==> config.mk <==
export PLATFORM = sky130hd
export DESIGN_NAME = mul_seq
export DESIGN_NICKNAME = d
export VERILOG_FILES = /design/src/rtl/mul_seq_pkg.sv /design/src/rtl/mul_seq.sv
export SDC_FILE = /design/constraint.sdc
export NUM_CORES = 1
export LEC_CHECK = 0
export CAP_MARGIN = 20
export CORE_MARGIN = 4
export CORE_UTILIZATION = 40
export CTS_CLUSTER_DIAMETER = 60
export DETAILED_ROUTE_END_ITERATION = 10
export PLACE_DENSITY = 0.78
export SLEW_MARGIN = 20
export SYNTH_ARGS = -nofsm -noshare
export SYNTH_HDL_FRONTEND = slang
export SYNTH_SLANG_ARGS = --single-unit
==> constraint.sdc <==
create_clock -name clk -period 1.8 [get_ports clk]
set_input_delay 0.36 -clock clk [delete_from_list [all_inputs] [get_ports clk]]
set_output_delay 0.36 -clock clk [all_outputs]
set_load 0.05 [all_outputs]
==> src/rtl/mul_seq_pkg.sv <==
// rtl/mul_seq_pkg.sv - word sizes, ALU/MUL opcodes and sequencer state encodings
package mul_seq_pkg;

  localparam int WORDSIZE  = 64;
  localparam int CNTW      = $clog2(WORDSIZE) + 1;
  localparam int ALUOPSIZE = 6;
  localparam int SHAMTSIZE = 6;
  localparam int FLAGSIZE  = 4;
  localparam int MULOPSIZE = 2;

  // Shared ALU opcodes; bit 4 turns ADD into a + (-b).
  localparam logic [ALUOPSIZE-1:0] ALUOP_ADD    = 6'b000000;
  localparam logic [ALUOPSIZE-1:0] ALUOP_NEGB   = 6'b010000;
  localparam logic [ALUOPSIZE-1:0] ALUOP_ADDNEG = ALUOP_ADD | ALUOP_NEGB;

  localparam logic [MULOPSIZE-1:0] MULOP_MUL   = 2'd0;
  localparam logic [MULOPSIZE-1:0] MULOP_UMULH = 2'd1;
  localparam logic [MULOPSIZE-1:0] MULOP_SMULH = 2'd2;

  localparam logic [2:0] ST_IDLE = 3'd0;
  localparam logic [2:0] ST_MUL  = 3'd1;
  localparam logic [2:0] ST_FIXA = 3'd2;
  localparam logic [2:0] ST_FIXB = 3'd3;
  localparam logic [2:0] ST_DONE = 3'd4;

  // UMULH/SMULH return the high word; MUL and the reserved code return the low word.
  function automatic logic returns_high(input logic [MULOPSIZE-1:0] op);
    return (op == MULOP_UMULH) || (op == MULOP_SMULH);
  endfunction

endpackage

==> src/rtl/mul_seq.sv <==
// rtl/mul_seq.sv - radix-2 shift-add 64x64 multiplier sequencer driving the shared ALU (MUL_SIGNED_EN enables SMULH correction)
module mul_seq
  import mul_seq_pkg::*;
(
  input  logic                 clk,
  input  logic                 rst_n,
  input  logic                 in_valid,
  output logic                 in_ready,
  input  logic [MULOPSIZE-1:0] in_op,
  input  logic [WORDSIZE-1:0]  in_a,
  input  logic [WORDSIZE-1:0]  in_b,
  output logic                 out_valid,
  input  logic                 out_ready,
  output logic [WORDSIZE-1:0]  out_res,
  output logic                 busy,
  output logic [WORDSIZE-1:0]  alu_a,
  output logic [WORDSIZE-1:0]  alu_b,
  output logic [ALUOPSIZE-1:0] alu_op,
  output logic [SHAMTSIZE-1:0] alu_shamt,
  input  logic [WORDSIZE-1:0]  alu_res,
  input  logic [FLAGSIZE-1:0]  alu_flags
);

  logic [2:0]           state;
  logic [WORDSIZE-1:0]  mcand;
  logic [WORDSIZE-1:0]  hi;
  logic [WORDSIZE-1:0]  lo;
  logic [MULOPSIZE-1:0] op;
  logic [CNTW-1:0]      cnt;
  logic                 carry;
  logic                 unused_flags;

`ifdef MUL_SIGNED_EN
  logic                 sa;
  logic                 sb;
  logic [WORDSIZE-1:0]  mplier;
`endif

  assign carry        = alu_flags[0];
  assign unused_flags = ^alu_flags[FLAGSIZE-1:1];

  assign in_ready  = (state == ST_IDLE);
  assign out_valid = (state == ST_DONE);
  assign busy      = (state == ST_MUL) || (state == ST_FIXA) || (state == ST_FIXB);
  assign alu_shamt = '0;
  assign out_res   = (state == ST_DONE) ? (returns_high(op) ? hi : lo) : '0;

  // ALU operand steering: shift-add step in MUL, subtract corrections in FIXA/FIXB.
  always_comb begin
    alu_a  = '0;
    alu_b  = '0;
    alu_op = ALUOP_ADD;
    case (state)
      ST_MUL: begin
        alu_a = hi;
        alu_b = lo[0] ? mcand : '0;
      end
`ifdef MUL_SIGNED_EN
      ST_FIXA: begin
        alu_a  = hi;
        alu_b  = mcand;
        alu_op = ALUOP_ADDNEG;
      end
      ST_FIXB: begin
        alu_a  = hi;
        alu_b  = mplier;
        alu_op = ALUOP_ADDNEG;
      end
`endif
      default: ;
    endcase
  end

  // Sequencer state and datapath registers.
  always_ff @(posedge clk or negedge rst_n) begin
    if (!rst_n) begin
      state <= ST_IDLE;
      mcand <= '0;
      hi    <= '0;
      lo    <= '0;
      op    <= '0;
      cnt   <= '0;
`ifdef MUL_SIGNED_EN
      sa     <= 1'b0;
      sb     <= 1'b0;
      mplier <= '0;
`endif
    end else begin
      case (state)
        ST_IDLE: begin
          if (in_valid) begin
            mcand <= in_a;
            hi    <= '0;
            lo    <= in_b;
            op    <= in_op;
            cnt   <= '0;
`ifdef MUL_SIGNED_EN
            sa     <= in_a[WORDSIZE-1];
            sb     <= in_b[WORDSIZE-1];
            mplier <= in_b;
`endif
            state <= ST_MUL;
          end
        end
        ST_MUL: begin
          // {hi,lo} <= {carry, sum, lo} >> 1: the consumed multiplier bit falls off lo.
          hi  <= {carry, alu_res[WORDSIZE-1:1]};
          lo  <= {alu_res[0], lo[WORDSIZE-1:1]};
          cnt <= cnt + CNTW'(1);
          if (cnt == CNTW'(WORDSIZE - 1)) begin
`ifdef MUL_SIGNED_EN
            state <= (op == MULOP_SMULH) ? ST_FIXA : ST_DONE;
`else
            state <= ST_DONE;
`endif
          end
        end
`ifdef MUL_SIGNED_EN
        ST_FIXA: begin
          if (sb) hi <= alu_res;
          state <= ST_FIXB;
        end
        ST_FIXB: begin
          if (sa) hi <= alu_res;
          state <= ST_DONE;
        end
`endif
        ST_DONE: begin
          if (out_ready) state <= ST_IDLE;
        end
        default: state <= ST_IDLE;
      endcase
    end
  end

endmodule

==> flow_metrics.py <==
metrics = {
    "run_status": {
        "status": "complete, but fails checks",
        "failed_checks": "negative setup slack",
    },
    "floorplan": {
        "pin_count": 409,
        "die_area_um2": 27700,
        "die_h_um": 167,
        "fp-row-count": 57,
        "dieWidth_um": 167,
        "core_um2": 24500,
        "initial_utilization_pct": 41.0,
    },
    "yosys": {
        "synth_common_cells": "523 x nand2_1, 203 x dfrtp_1, 70 x clkbuf_1",
        "ys_seq_area_share_pct": 50.5,
        "synth_cell_types": 33,
        "yosysTopAreaCellShare_pct": 50.5,
        "synth_seq_cells": 203,
        "synth-edff-count": 0,
        "yosysMostFrequentCell": "nand2_1",
        "postSynthCellCount": 1269,
        "synth_area_per_cell_um2": 7.93,
        "yosys-top-cells-area": "dfrtp_1 51%, nand2_1 20%, a22oi_1 4.7%, and3_1 4.0%, and2_1 4.0%",
        "synthArstFlopShare_pct": 100,
        "ys.flop_type": "dfrtp_1",
        "yosysWarnings": 0,
        "netlist_area_um2": 10100,
        "yosys.area.top_type": "dfrtp_1",
    },
    "sta": {
        "rsz0062_at_grt": "true",
        "setup-tns-final_ns": -116.19,
        "fmax_ghz": 0.406,
        "hold_viol": 0,
        "setup_viol": 329,
        "maxSlewHeadroom_pct": 58.9,
        "period_needed_ns": 2.47,
        "holdWs_ns": 0.351,
        "slew_violations": 0,
        "fin_skew_ns": 0.0191,
        "worst_slack_ns": -0.666,
        "min_period_over_period_pct": 137,
        "worst_slew_pin_slew_ns": 0.617,
    },
    "critical_path": {
        "endpoint_kind": "output pin",
        "required_ns": 1.44,
        "cp_max_fo": 10,
        "arrival_ns": 2.11,
        "cp-start-kind": "flop",
        "path_class": "reg2out",
    },
    "placed_design": {
        "place.gp.congestion": 0.831,
        "place_hpwl_mm": 27.2,
        "portBuffers": 393,
        "post-place-ws_ns": -0.137,
        "placed_cells": 1926,
        "placed_cell_area_um2": 17100,
    },
    "cts": {
        "insertion_delay_ns": 0.53,
        "cts_buffer_depth": 3,
        "cts.clk_slew.worst_paths_ns": 0.06,
        "cts-root-buf": "clkbuf_16",
        "cts_tree": "yes",
        "cts_made_buffers": 27,
        "cts.sinks": 203,
        "htreeDepth": 1,
    },
    "power": {
        "p_leak_uw": 0.00920,
        "p_per_area_nw_per_um2": 1710,
        "vdd_ir_drop_max_mv": 1.18,
    },
    "worst_hold_path": {
        "hold_path.class": "in2async",
    },
    "global_routing": {
        "grt_pass1_wl_mm": 65.7,
        "grt_util_all_layers_pct": 29.3,
        "grt_pass1_vias": 11800,
        "antenna_found_initial": 3,
        "grt_start_max_net_pins": 50,
        "grt_overflow": 0,
    },
    "final_layout": {
        "stdcell_count": 2076,
        "stdcell_area_um2": 20900,
        "layout.nets": 1936,
        "area_delta_synth_final_pct": 108,
        "drive_above_1_share_pct": 42.5,
    },
    "job": {
        "drv_cap": 0,
    },
    "detailed_routing": {
        "viasPerCell": 5.80,
        "drt_iter0_markers": 1171,
        "drc": 0,
        "wl_mm": 53.0,
        "vias": 12000,
        "post_drt_wl_per_cell_um": 25.5,
        "final_antenna_net_count": 0,
        "firstDrtPassIters": 7,
    },
}
## final cells by class
type | count | area [µm²]
Fill cell | 1101 | 3590
Multi-Input combinational cell | 952 | 6270
Timing Repair Buffer | 540 | 8120
Inverter | 5 | 35.0
Clock buffer | 35 | 756
Antenna cell | 1 | 2.50
Tap cell | 324 | 405
Sequential cell | 203 | 5090
Clock inverter | 12 | 188
Timing Repair inverter | 4 | 82.6
## worst max-delay path, cell delays in order (launching register included)
cell and delay (ns):
dfrtp_2 0.48, xor2_4 0.23, buf_6 0.17, buf_16 0.15, nand2_1 0.11, a21oi_2 0.23, buf_6 0.19
## power by group
part / total (µW) / switching, µW / internal (µW)
Sequential: 8200 / 1830 / 6370
Combinational: 21900 / 11800 / 10100
Clock: 5750 / 2210 / 3550
## layer usage
metal	share of wire, %	global-route usage (%)	vias up	routed length, µm
li1	-	-	5086	-
met1	34	33.2	5932	18100
met2	50	51.0	795	26600
met5	0.038	0	-	20
met3	9.6	8.18	230	5110
met4	6.1	14.1	4	3250
## path summary, 6_finish.rpt
| path | startpoint | endpoint | slack (ns) | cells after the start |
|---|---|---|---|---|
| setup reg to reg | state[2] | hi[62] | -0.28 | 9 |
| max in group asynchronous | rst_n | op[1] | 0.82 | 3 |
| setup / recovery | op[1] | out_res[48] | -0.67 | 6 |
| hold reg to reg | mcand[7] | mcand[7] | 0.48 | 2 |
| hold / removal | rst_n | hi[26] | 0.35 | 2 |
| min in group clk | alu_res[6] | hi[5] | 0.36 | 3 |
## cells in the final DEF (no fill, tap or decap), types with 2 or more instances in the layout
cell	instances
o21ai_0	68
dfrtp_2	5
nand3_4	3
clkbuf_16	55
inv_6	4
nand3_1	30
inv_1	3
buf_12	197
bufinv_16	4
buf_16	11
a21oi_1	5
conb_1	12
a21oi_4	46
and2_4	64
nand2_4	32
nand3_2	35
and3_4	64
mux2i_1	2
a21oi_2	16
clkbuf_8	6
a22oi_1	63
nand2b_4	2
bufbuf_16	4
buf_4	42
clkinvlp_4	2
nand2_1	413
clkdlybuf4s50_1	197
buf_8	18
nand2_2	78
inv_12	2
dfrtp_1	198
clkbuf_1	3
buf_6	41
## repair_timing
action | CTS | global route
setup buffers | 19 | 35
hold buffers | 1 | 0
endpoints found under the setup margin | 195 | 330
pin swaps | 40 | 98
endpoints found under the hold margin | 35 | 0
cloned | 20 | 38
resized for setup | 126 | 258
## sequential cells by signal, indices dropped and copies added, names as in the netlist
signal	count
state	2
hi	64
op	2
mcand	64
lo	64
cnt	7
## per-stage QoR
step | utilization [%] | power, µW
3_5_place_dp | 69.6 | 24800
4_1_cts | 77.8 | 32400
5_1_grt | 85.4 | 37100
6_report | 85.4 | 35900
3_3_place_gp | 69.6 | 24300
2_1_floorplan | - | 17400
## cells by family after synthesis
family,after synthesis,share of synthesized area [%]
AND/OR/NAND/NOR,733,31.8
AO/OA/AOI/OAI,202,11.7
other,1,0.0373
XOR/XNOR,2,0.174
multiplexers,2,0.199
buffers and inverters,125,5.46
flip-flops,203,50.5
adder cells (fa/ha/maj),1,0.124
Power figures use the tool's default switching activity.
